==> src/rtl/gen_timer_if.sv <==
// gen_timer_if: control/status bundle between the APB register block and the
// timer core.
//   master : register block side. It drives the controls and reads the count and status.
//   slave  : timer core side.
// Controls : en, up_dn, clk_sel, load, load_val, auto_reload, cmp_val, flag_clr
// Status   : cnt, count_en, ovf, udf, cmp_match, ovf_flag, udf_flag
interface gen_timer_if #(
  parameter int CNT_W = 16,
  parameter int SEL_W = 3
);
  logic             en;
  logic             up_dn;
  logic [SEL_W-1:0] clk_sel;
  logic             load;
  logic [CNT_W-1:0] load_val;
  logic             auto_reload;
  logic [CNT_W-1:0] cmp_val;
  logic [1:0]       flag_clr;

  logic [CNT_W-1:0] cnt;
  logic             count_en;
  logic             ovf;
  logic             udf;
  logic             cmp_match;
  logic             ovf_flag;
  logic             udf_flag;

  modport master (
    output en, up_dn, clk_sel, load, load_val, auto_reload, cmp_val, flag_clr,
    input  cnt, count_en, ovf, udf, cmp_match, ovf_flag, udf_flag
  );

  modport slave (
    input  en, up_dn, clk_sel, load, load_val, auto_reload, cmp_val, flag_clr,
    output cnt, count_en, ovf, udf, cmp_match, ovf_flag, udf_flag
  );
endinterface

==> src/rtl/gen_timer_core.sv <==
// gen_timer_core: parametrised timer counter with a programmable prescaler,
// optional auto-reload, a compare match, and sticky overflow/underflow status.
//   pclk     : system clock. All state updates on the rising edge.
//   preset_n : synchronous active-low reset.
//   bus      : gen_timer_if slave port. It carries the controls from the register
//              block and returns cnt, count_en, the event pulses and the sticky flags.
// A counter tick occurs every 2^(clk_sel+1) pclk cycles while en=1.
module gen_timer_core #(
  parameter int CNT_W = 16,
  parameter int SEL_W = 3
) (
  input logic        pclk,
  input logic        preset_n,
  gen_timer_if.slave bus
);
  localparam int               PSC_W   = 2 ** SEL_W;
  localparam logic [CNT_W-1:0] CNT_MAX = '1;

  logic [PSC_W-1:0] psc;
  logic [PSC_W-1:0] psc_mask;
  logic [SEL_W-1:0] sel_q;
  logic             dir_q;
  logic [CNT_W-1:0] cnt_q;
  logic [CNT_W-1:0] cnt_nxt;
  logic             ovf_q, udf_q, cmp_q;
  logic             ovf_flag_q, udf_flag_q;
  logic             restart;
  logic             tick;
  logic             ovf_evt, udf_evt, cmp_evt;

  // The low clk_sel+1 prescaler bits select the divide ratio.
  always_comb begin
    // NOTE: every combinational output gets a default first, so no path can leave it unassigned and infer a latch.
    psc_mask = '0;
    for (int i = 0; i < PSC_W; i++) begin
      psc_mask[i] = (i <= int'(bus.clk_sel));
    end
  end

  // A change of divide select or direction restarts the period and suppresses
  // the tick in the cycle the change is seen.
  assign restart = (bus.clk_sel != sel_q) || (bus.up_dn != dir_q);
  assign tick    = bus.en && !bus.load && !restart && ((psc & psc_mask) == psc_mask);

  // Next count and wrap detection. A load takes priority over a tick, so a
  // load never produces ovf/udf.
  always_comb begin
    cnt_nxt = cnt_q;
    ovf_evt = 1'b0;
    udf_evt = 1'b0;
    if (bus.load) begin
      cnt_nxt = bus.load_val;
    end else if (tick && !bus.up_dn) begin
      if (cnt_q == CNT_MAX) begin
        ovf_evt = 1'b1;
        cnt_nxt = bus.auto_reload ? bus.load_val : '0;
      end else begin
        cnt_nxt = cnt_q + 1'b1;
      end
    end else if (tick) begin
      if (cnt_q == '0) begin
        udf_evt = 1'b1;
        cnt_nxt = bus.auto_reload ? bus.load_val : CNT_MAX;
      end else begin
        cnt_nxt = cnt_q - 1'b1;
      end
    end
    // A match fires only when the count changes (load or tick), never on a hold.
    cmp_evt = (bus.load || tick) && (cnt_nxt == bus.cmp_val);
  end

  always_ff @(posedge pclk) begin
    // NOTE: preset_n is sampled only at the clock edge (synchronous reset), so it is not in the sensitivity list.
    if (!preset_n) begin
      psc        <= '0;
      sel_q      <= '0;
      dir_q      <= 1'b0;
      cnt_q      <= '0;
      ovf_q      <= 1'b0;
      udf_q      <= 1'b0;
      cmp_q      <= 1'b0;
      ovf_flag_q <= 1'b0;
      udf_flag_q <= 1'b0;
    end else begin
      // NOTE: non-blocking assignments: every register samples the pre-edge values and no evaluation-order races occur.
      sel_q <= bus.clk_sel;
      dir_q <= bus.up_dn;
      if (bus.load || restart) begin
        psc <= '0;
      end else if (bus.en) begin
        psc <= psc + 1'b1;
      end
      cnt_q <= cnt_nxt;
      ovf_q <= ovf_evt;
      udf_q <= udf_evt;
      cmp_q <= cmp_evt;
      // A set takes priority over a clear in the same cycle.
      ovf_flag_q <= ovf_evt | (ovf_flag_q & ~bus.flag_clr[0]);
      udf_flag_q <= udf_evt | (udf_flag_q & ~bus.flag_clr[1]);
    end
  end

  assign bus.cnt       = cnt_q;
  assign bus.count_en  = tick;
  assign bus.ovf       = ovf_q;
  assign bus.udf       = udf_q;
  assign bus.cmp_match = cmp_q;
  assign bus.ovf_flag  = ovf_flag_q;
  assign bus.udf_flag  = udf_flag_q;
endmodule

==> src/flat_wrapper.sv <==
// flat-port wrapper written by rule: the top's interface ports become plain ports
module gen_timer_core_flat 
#(
  parameter int CNT_W = 16,
  parameter int SEL_W = 3
)
  (pclk, preset_n, bus_en, bus_up_dn, bus_clk_sel, bus_load, bus_load_val, bus_auto_reload, bus_cmp_val, bus_flag_clr, bus_cnt, bus_count_en, bus_ovf, bus_udf, bus_cmp_match, bus_ovf_flag, bus_udf_flag);
  gen_timer_if #(.CNT_W(CNT_W), .SEL_W(SEL_W)) bus_i ();
  input logic pclk;
  input logic preset_n;
  input wire logic [$bits(bus_i.en)-1:0] bus_en;
  input wire logic [$bits(bus_i.up_dn)-1:0] bus_up_dn;
  input wire logic [$bits(bus_i.clk_sel)-1:0] bus_clk_sel;
  input wire logic [$bits(bus_i.load)-1:0] bus_load;
  input wire logic [$bits(bus_i.load_val)-1:0] bus_load_val;
  input wire logic [$bits(bus_i.auto_reload)-1:0] bus_auto_reload;
  input wire logic [$bits(bus_i.cmp_val)-1:0] bus_cmp_val;
  input wire logic [$bits(bus_i.flag_clr)-1:0] bus_flag_clr;
  output wire logic [$bits(bus_i.cnt)-1:0] bus_cnt;
  output wire logic [$bits(bus_i.count_en)-1:0] bus_count_en;
  output wire logic [$bits(bus_i.ovf)-1:0] bus_ovf;
  output wire logic [$bits(bus_i.udf)-1:0] bus_udf;
  output wire logic [$bits(bus_i.cmp_match)-1:0] bus_cmp_match;
  output wire logic [$bits(bus_i.ovf_flag)-1:0] bus_ovf_flag;
  output wire logic [$bits(bus_i.udf_flag)-1:0] bus_udf_flag;
  assign bus_i.en = bus_en;
  assign bus_i.up_dn = bus_up_dn;
  assign bus_i.clk_sel = bus_clk_sel;
  assign bus_i.load = bus_load;
  assign bus_i.load_val = bus_load_val;
  assign bus_i.auto_reload = bus_auto_reload;
  assign bus_i.cmp_val = bus_cmp_val;
  assign bus_i.flag_clr = bus_flag_clr;
  assign bus_cnt = bus_i.cnt;
  assign bus_count_en = bus_i.count_en;
  assign bus_ovf = bus_i.ovf;
  assign bus_udf = bus_i.udf;
  assign bus_cmp_match = bus_i.cmp_match;
  assign bus_ovf_flag = bus_i.ovf_flag;
  assign bus_udf_flag = bus_i.udf_flag;
  gen_timer_core #(.CNT_W(CNT_W), .SEL_W(SEL_W)) u_core (.pclk(pclk), .preset_n(preset_n), .bus(bus_i));
endmodule
==> config.mk <==
export PLATFORM = sky130hd
export DESIGN_NAME = gen_timer_core_flat
export DESIGN_NICKNAME = d
export VERILOG_FILES = /design/src/rtl/gen_timer_if.sv /design/src/rtl/gen_timer_core.sv /design/src/flat_wrapper.sv
export SDC_FILE = /design/constraint.sdc
export NUM_CORES = 1
export LEC_CHECK = 0
export ABC_AREA = 1
export BUFFER_PORTS_ARGS = -buffer_cell sky130_fd_sc_hd__buf_2
export CORE_MARGIN = 1.5
export CORE_UTILIZATION = 45
export DETAILED_ROUTE_END_ITERATION = 10
export GPL_TIMING_DRIVEN = 0
export PLACE_DENSITY = 0.66
export SYNTH_ARGS = -nofsm -noshare
export SYNTH_HDL_FRONTEND = slang
export SYNTH_SLANG_ARGS = --single-unit
==> constraint.sdc <==
create_clock -name pclk -period 4.1 [get_ports pclk]
set_input_delay 0.615 -clock pclk [delete_from_list [all_inputs] [get_ports pclk]]
set_output_delay 0.615 -clock pclk [all_outputs]
set_load 0.01 [all_outputs]
; ---- Word-level counts from Yosys, hierarchy flattened
; Index checks and enable logic that the tools add are counted.
[totals]
reg_bits = 33
inputBits = 43
wordCells = 59
[op_classes]
eq_ne = 5
n_reduce_logical = 13
n_lt_le_gt_ge = 7
bitwise_logic = 8
add_sub_neg = 3
muxes = 14
[op_table]
columns = cell, count
row1 = $mux W16, 7
row2 = $add A16 B1 Y16 const B, 1
row3 = $eq A16 B16 Y1, 1
row4 = $eq A16 B16 Y1 const B, 1
row5 = $logic_not A16 Y1, 1
row6 = $sub A16 B1 Y16 const B, 1
row7 = $le A3 B3 Y1 const A, 4
row8 = $add A8 B1 Y8 const B, 1
row9 = $and A8 B8 Y8, 1
row10 = $eq A8 B8 Y1, 1
row11 = $mux W1, 7
row12 = $le A2 B3 Y1 const A, 2
row13 = $logic_and A1 B1 Y1, 5
row14 = $le A1 B3 Y1 const A, 1
row15 = $logic_not A1 Y1, 3
row16 = $logic_or A1 B1 Y1, 3
row17 = $ne A3 B3 Y1, 1
row18 = $not A1 Y1, 3
row19 = $and A1 B1 Y1, 2
row20 = $or A1 B1 Y1, 2
row21 = $reduce_or A2 Y1, 1
row22 = $ne A1 B1 Y1, 1

; ---- Longest topological paths before layout
; Gate-level depths: netlist of the first run.
[depth]
depth_word = 10
mapped_depth = 20
mapped_depth_nobuf = 20

; ---- Worst setup path before layout of the first run
; OpenSTA, ideal clock, no wires.
[synth_path]
path_type = input to register
start = in bus_up_dn
end = reg u_core.cmp_q, in the netlist u_core.bus.cmp_match
setup_slack_ns = 1.954
cell_stages = 18
path_buffers = 2
setup_ns = 0.064
t_arrival_ns = 2.082
cell_sequence = buf_4 inv_2 nand2_1 nand3_1 nor2_4 nand3_4 buf_6 nand2_2 nand2_1 nor2_2 nand2_2 nand3_2 nand2_1 nor2_2 nand2_1 nor2_1 nand2_1 nor2_1
[synth_via]
elab_chain_cells = 10
elab_cells_between_ends = 13
classes_between = 2 x eq/ne / 3 x mux / 8 x reduce/logical
[synth_rtl]
columns = item, line_no
row1 = "start, declared", flat_wrapper.sv:12  ; input wire logic [$bits(bus_i.up_dn)-1:0] bus_up_dn;
row2 = $ne A1 B1 Y1, gen_timer_core.sv:42  ; assign restart = (bus.clk_sel != sel_q) || (bus.up_dn != dir_q);
row3 = $logic_or A1 B1 Y1, gen_timer_core.sv:42
row4 = $logic_not A1 Y1, gen_timer_core.sv:43  ; assign tick = bus.en && !bus.load && !restart && ((psc & psc_mask) == psc_mask);
row5 = $logic_and A1 B1 Y1 (2 in a row), gen_timer_core.sv:43
row6 = $mux W16 / $logic_and A1 B1 Y1 (equally long branches), "gen_timer_core.sv:60, gen_timer_core.sv:53"
row7 = $mux W16, gen_timer_core.sv:53  ; end else if (tick && !bus.up_dn) begin
row8 = $mux W16, gen_timer_core.sv:51  ; if (bus.load) begin
row9 = $eq A16 B16 Y1, gen_timer_core.sv:69  ; cmp_evt = (bus.load || tick) && (cnt_nxt == bus.cmp_val);
row10 = $logic_and A1 B1 Y1 *, gen_timer_core.sv:69
row11 = "end signal, assigned", gen_timer_core.sv:96  ; cmp_q <= cmp_evt;
row12 = "end, declared", gen_timer_core.sv:25  ; logic ovf_q, udf_q, cmp_q;
; Mark *: on every way between the ends. The rest lies on a longest branch, timed or not.
; A chain may end at the register's enable or synchronous reset.

; ---- Final worst setup path of the first run
[layout_path]
start = reg u_core.cnt_q[0], in the netlist u_core.bus.cnt[0]
end = reg u_core.cmp_q, in the netlist u_core.bus.cmp_match
[layout_via]
elab_chain_cells = 7
elab_cells_between_ends = 11
classes_between = 2 x add/sub / 2 x eq/ne / 5 x mux / 2 x reduce/logical
[layout_rtl]
columns = item, line_no
row1 = "start, declared", gen_timer_core.sv:23  ; logic [CNT_W-1:0] cnt_q;
row2 = "start signal, assigned", gen_timer_core.sv:93  ; cnt_q <= cnt_nxt;
row3 = $sub A16 B1 Y16 / $logic_not A16 Y1 (equally long branches), "gen_timer_core.sv:65, gen_timer_core.sv:61"
row4 = $mux W16, gen_timer_core.sv:61  ; if (cnt_q == '0) begin
row5 = $mux W16, gen_timer_core.sv:60  ; end else if (tick) begin
row6 = $mux W16 *, gen_timer_core.sv:53
row7 = $mux W16 *, gen_timer_core.sv:51
row8 = $eq A16 B16 Y1 *, gen_timer_core.sv:69
row9 = $logic_and A1 B1 Y1 *, gen_timer_core.sv:69
; Marked as above.

==> results.md, run 1 <==
- Leak: about 2.1 nW
- Top cells by area, synth: nand2_1, dfxtp_1, nand3_1, inv_1, nor2_1
- Vias in the first global route: just over 4,000
- Nets: slightly below 800
- RSZ-0062 raised after global routing: false
- Met1 Track Usage GR: 0.458
- Final worst path period need: between 2 and 2.5 ns
- Critical path type: register to register
- Initial antenna violation count: 0
- CP max stage delay: ~0.45 ns
- Hold Path Class: register to register
- CP required: about 4.3 ns
- Met3 GRT Util: 0.0607
- IO Count: 65
- Global route hottest layer: met2
- Maximum VDD drop: 0.000155 V
- Post-DP HPWL: around 11,000 µm
- Largest net degree at the start of global routing: 12
- Status: finished clean
- Die Ht: 94.1 µm
- Clock sinks: 33
- Maxcap violations: 0
- Worst setup margin: ~1.6 ns
- CP endpoint kind: register
- Worst skew pair latency: 0.31 ns
- Final Core Density: 0.524
- Placeable Area: 8130 µm²
- Cell with the most instances after synthesis: nand2_1
- DRT antenna net count: 0
- Syn_area_per_cell: between 5 and 6 µm²
- Setup violations, final: 0
- Setup TNS: 0 ns
- Initial cell density of the core: 0.459
- Reg clk slew, reported paths: ~0.090 ns
- Main flop type after synthesis: dfxtp_1
- Post-cts resize count: 0
- Placer Congestion: around 1.0
- Startpoint class of the critical path: register
- Gate Count Post-Synth: 665
- Total GRT Usage: 0.317
- # DRC: 0
- # diodes: 0
- CTS buffer count: 5
- # rows: 33
- Sequential area share after synthesis: 0.177
- CP Cell Sequence: ha_1, nand3_4, inv_1, nand2_1, nor2_4, inv_1, nor2_1, nor2_1, nand3_1, nand2_1, nand2_1, nand3_1, nand2_1, nor2_1, nand2_1, nor2_1, nand2_1, nor2_1
- Pwr Density: 220 nW/µm²
- Total grt overflow: 0
- Total chip power: about 940 µW
- Min Hold Slack: between 0.4 and 0.5 ns
- FFs w/ async S/R, synth: 0
- WL/cell: around 16 µm
- Area delta synth->final: 14.0%
- Synth top area share: 0.214
- CTS Buffer Depth: 2
- Worst-Margin Slew: 0.593 ns
- Die ar.: 8860 µm²
- First-pass GRT wire length: approximately 21,000 µm
- Vias/cell: approximately 5.5
- Postcts setup bufs: 0
- Global-route met2 utilization: 0.458
- Area leader, netlist: nand2_1
- H-tree levels: 2
- PortBufs: 61
- Iter 0 DRT Violations: roughly 430
- Post-synth EDFFs: 0
- Fraction of layout cells with a size suffix above 1: 0.204
- Yosys reg bits: 33
- Slowest library cell on the worst path: dfxtp_1
- CP most frequent cell: nand2_1
- Worst Path Arrival: 2.71 ns
- CTS tree: done
- Top post-synthesis cells by count: nand2_1, nand3_1, inv_1, nor2_1, dfxtp_1
- Final wirelength: between 10,000 and 15,000 µm
- CP max FO: 7
- Setup WS pre-CTS: 1.46 ns
- Final hold violation count: 0
- CTS root buffer: clkbuf_8
- Synth Net Count: about 700
- Sequential cell area: ~660 µm²
- YS warnings: 0
- Fill cells: roughly 880
- Multi-input gate area: approximately 2600 µm²
- Design area: 4260 µm²
- Netlist cell types: 41
- Pre-Repair DR Iteration Count: 7
- Syn Std Cell Area: around 3700 µm²
- Rel. slew slack: 0.605
- Final clock period utilization by the worst path: 0.608
- Max Freq: 401 MHz
- Vias: ~4,600
- Hold_buf cts: 0
- Die width: between 90 and 100 µm
- Placed Instances: around 830
- Post-route insts no fill: about 840
- Setup Skew: about 0.011 ns
- Slew Limit Fails: 0
- Placed cell area: roughly 4200 µm²
[final cells by class]
type / count / share of cell area
plain buffers: 23 / 0.0373
inverters: 77 / 0.0682
multi-input cells: 532 / 0.617
repair buffers: 61 / 0.0717
flip-flops and latches: 33 / 0.155
well taps: 105 / 0.0308
clock buffers: 5 / 0.0162
clock inverters: 3 / 0.00411
[final timing paths]
path | startpoint | endpoint | slack, ns | cells past startpoint
max | u_core.bus.cnt[0] | u_core.bus.cmp_match | 1.61 | 18
max reg2reg | u_core.bus.cnt[0] | u_core.bus.cmp_match | 1.61 | 18
min reg2reg | u_core.psc[7] | u_core.psc[7] | 0.46 | 2
min | u_core.psc[7] | u_core.psc[7] | 0.46 | 2
[cells by family (layout without fill, tap and decap cells)]
logic type,count (synthesis),in the layout,synth area share
AO/OA/AOI/OAI,53,53,0.0780
buffers and inverters,100,169,0.120
AND/OR/NAND/NOR,463,463,0.583
XOR/XNOR,12,12,0.0281
adder cells (fa/ha/maj),4,4,0.0134
flip-flops,33,33,0.177
[worst max-delay path: cells and delay by family (launching register included)]
kind                       cells  cell delay (ns)
adders and majority gates      1             0.27
buffers and inverters          2             0.31
DFF                            1             0.45
and+or+nand+nor               15             1.38
[flip-flops by register name, summed over array words and instances, names as in the netlist]
| register | flops |
|---|---|
| u_core.bus.cmp_match | 1 |
| u_core.bus.cnt | 16 |
| u_core.bus.ovf | 1 |
| u_core.bus.ovf_flag | 1 |
| u_core.bus.udf | 1 |
| u_core.bus.udf_flag | 1 |
| u_core.dir_q | 1 |
| u_core.psc | 8 |
| u_core.sel_q | 3 |
[cells in the final DEF, fill, tap and decap left out, drive strengths merged]
cell / Yosys / layout
or2: 6 / 6
and2: 2 / 2
nor2: 90 / 90
nand3b: 4 / 4
clkinvlp: 0 / 1
o22ai: 1 / 1
o21bai: 2 / 2
ha: 4 / 4
buf: 17 / 78
xnor2: 2 / 2
nor3b: 1 / 1
xor2: 10 / 10
nor3: 9 / 9
o21ai: 15 / 15
nor4: 1 / 1
nand2: 225 / 225
inv: 74 / 74
o211ai: 1 / 1
dfxtp: 33 / 33
a21boi: 1 / 1
nand3: 112 / 112
clkbuf: 6 / 11
nand4: 13 / 13
clkinv: 3 / 5
a21oi: 33 / 33
[per-layer routing]
layer / part of all wire / wire [µm] / up-vias
li1: - / - / 2266
met1: 0.47 / 6490 / 2055
met2: 0.41 / 5700 / 270
met3: 0.091 / 1260 / 32
met4: 0.027 / 372 / 0
met5: 0 / 0 / -
[power by group]
part           switching, mW  leakage [nW]  internal [mW]  total [mW]
registers             0.0144         0.270          0.331       0.345
clock network          0.152        0.0439          0.118       0.269
logic                  0.215          1.82          0.107       0.322
total                  0.381          2.14          0.556       0.937
Note: power is estimated with default switching activity, not from simulation.
==> run 2: changes to the inputs <==
PLACE_DENSITY = 0.69   (was 0.66)
clock period = 2.24 ns   (was 4.1 ns; I/O delays follow)
==> run 2 against run 1 <==
Compared with the run above: the flow now finishes with violations (setup timing); routed wire length fell by 3.1%; setup slack got worse by 1.6 ns; largest power group is now combinational cells; hold slack got worse by 0.23 ns; combinational power rose by 100%; critical path type unchanged; sequential share of layout area fell by 0.74 points; flip-flop and latch count did not move; via count rose by 0.17%.
==> results.md, run 2 (synthesis gave the netlist of run 1 again) <==
- Final hold violation count: 0
- CTS root buffer: clkbuf_8
- CP endpoint kind: register
- Comb pwr share: 0.358
- Critical path type: register to register
- Rel. slew slack: 0.601
- RSZ-0062 raised after global routing: true
- Worst reg2reg path startpoint: u_core.bus.cnt[0]
- CP most frequent cell: nand2_1
- CP Cell Sequence: ha_4, nand3_4, nor2_4, nand4_2, nor2_4, buf_4, nand3_1, nand3_1, nand2_2, nand3_2, nand2_1, nor2_2, nand2_1, nor2_2, nand2_1, nor2_1
- Maxcap violations: 0
- # DRC: 0
- Area delta synth->final: 23.3%
- Die width: 94.1 µm
- Most common cell after layout, fill and taps aside: nand2_1
- Critical path depth: 16
- Total chip power: around 1.8 mW
- Clock sinks: 33
- Placer Congestion: roughly 0.95
- Worst Path Arrival: roughly 2.5 ns
- Setup Skew: 0.00293 ns
- Hold Path Class: input pin to register
- Post-DP HPWL: just over 10,000 µm
- Min Hold Slack: between 0.2 and 0.25 ns
- IO Count: between 60 and 70
- Nets: ~800
- Commonest cells after routing, fill and taps aside: nand2_1, nand3_1, inv_1
- CP max stage delay: just under 0.4 ns
- Pwr Density: 390 nW/µm²
- Die Ht: 94.1 µm
- Slew Limit Fails: 0
- Violated checks: setup timing
- Int Power: 1.11 mW
- # rows: 33
- Reg clk slew, reported paths: about 0.070 ns
- Post-route insts no fill: between 800 and 900
- Total GRT Usage: 0.308
- Vias/cell: approximately 5.5
- Switch Pwr: 688 µW
- Setup violations, final: 1
- Clock power frac: 0.289
- WL/cell: 15.8 µm
- Buffers & Inverters on Critical Path: 1
- Worst-Margin Slew: between 0.5 and 0.6 ns
- DRT antenna net count: 0
- Final wirelength: 13,400 µm
- Initial cell density of the core: 0.459
- Final worst path period need: between 2 and 2.5 ns
- Hold_buf cts: 0
- CTS buffer count: 5
- Worst setup margin: -0.000410 ns
- Total grt overflow: 0
- Vias in the first global route: between 4,000 and 5,000
- Die ar.: approximately 8900 µm²
- Fill cells: 862
- Max reg flops: 16
- Placeable Area: about 8000 µm²
- Initial antenna violation count: 0
- Fraction of layout cells with a size suffix above 1: 0.266
- CP Capture Point: u_core.bus.cmp_match
- H-tree levels: 2
- Flop pwr share: 0.353
- Worst skew pair latency: 0.29 ns
- # diodes: 0
- R2R Path End: u_core.bus.cmp_match
- Final clock period utilization by the worst path: 1.00
- Maximum VDD drop: roughly 0.00030 V
- Iter 0 DRT Violations: 435
- First-pass GRT wire length: between 20,000 and 25,000 µm
- Slowest library cell on the worst path: dfxtp_4
- FF-to-FF path depth: 16
- Placed Instances: about 830
- Setup slack, reg-to-reg: -0.0004 ns
- CP required: approximately 2.5 ns
- CP max FO: 6
- CTS Buffer Depth: 2
- Setup TNS: -0.000410 ns
- CP delay by family, top: simple AND/OR/NAND/NOR gates
- CTS tree: done
- Critical path origin: u_core.bus.cnt[0]
- Max Freq: approximately 450 MHz
- Status: finished, violations left
- Startpoint class of the critical path: register
- Switching Fraction: 0.383
- Pre-Repair DR Iteration Count: 5
- Largest net degree at the start of global routing: 11
- Leak: ~2.3 nW
- Vias: ~4,600
- Final Core Density: 0.566
- PortBufs: roughly 60
## run 2: how the worst min path moves through the flow
stage | startpoint | to | slack (ns) | cells after the start
after global routing | bus_flag_clr[1] | u_core.bus.udf_flag | 0.23 | 2
after global placement | u_core.bus.ovf_flag | u_core.bus.ovf_flag | 0.45 | 2
after floorplan | bus_clk_sel[0] | u_core.sel_q[0] | 0.43 | 2
after CTS | bus_flag_clr[0] | u_core.bus.ovf_flag | 0.23 | 2
final | bus_flag_clr[1] | u_core.bus.udf_flag | 0.23 | 2
after detailed placement | u_core.bus.ovf_flag | u_core.bus.ovf_flag | 0.46 | 2
## run 2: final cells by class
class,count,area [µm²],share of cell area
Clock inverter,1,5.00,0.00109
Inverter,77,299,0.0649
Sequential cell,33,681,0.148
Timing Repair Buffer,71,384,0.0834
Tap cell,105,131,0.0285
Buffer,23,181,0.0394
Multi-Input combinational cell,532,2830,0.614
Clock buffer,7,96.3,0.0209
## run 2: routing by layer
metal,up-vias,global-route usage,part of all wire
li1,2279,-,-
met1,2103,0.386,0.42
met2,218,0.536,0.48
met3,31,0.0445,0.075
met4,0,0.101,0.024
met5,-,0,0
## run 2: power groups by stage
stage | Sequential [mW] | Clock [mW] | Combinational (mW)
3_3_place_gp | 0.644 | 0 | 0.557
2_1_floorplan | 0.645 | 0 | 0.378
4_1_cts | 0.632 | 0.529 | 0.612
5_1_grt | 0.636 | 0.550 | 0.709
6_report | 0.634 | 0.520 | 0.644
3_5_place_dp | 0.644 | 0 | 0.564
## run 2: per-stage QoR
step | worst slack (ns) | cell area, µm²
6_report | -0.000410 | 4610
5_1_grt | -0.162 | 4610
3_3_place_gp | -0.252 | 4170
3_5_place_dp | -0.263 | 4170
4_1_cts | 0.00334 | 4500
2_1_floorplan | 0.257 | 3740
## run 2: repair_timing
action | in CTS | in global routing
cloned | 0 | 0
buffers inserted | 7 | 3
pin swaps | 12 | 9
gates resized for setup | 49 | 26
setup endpoints to repair | 1 | 1
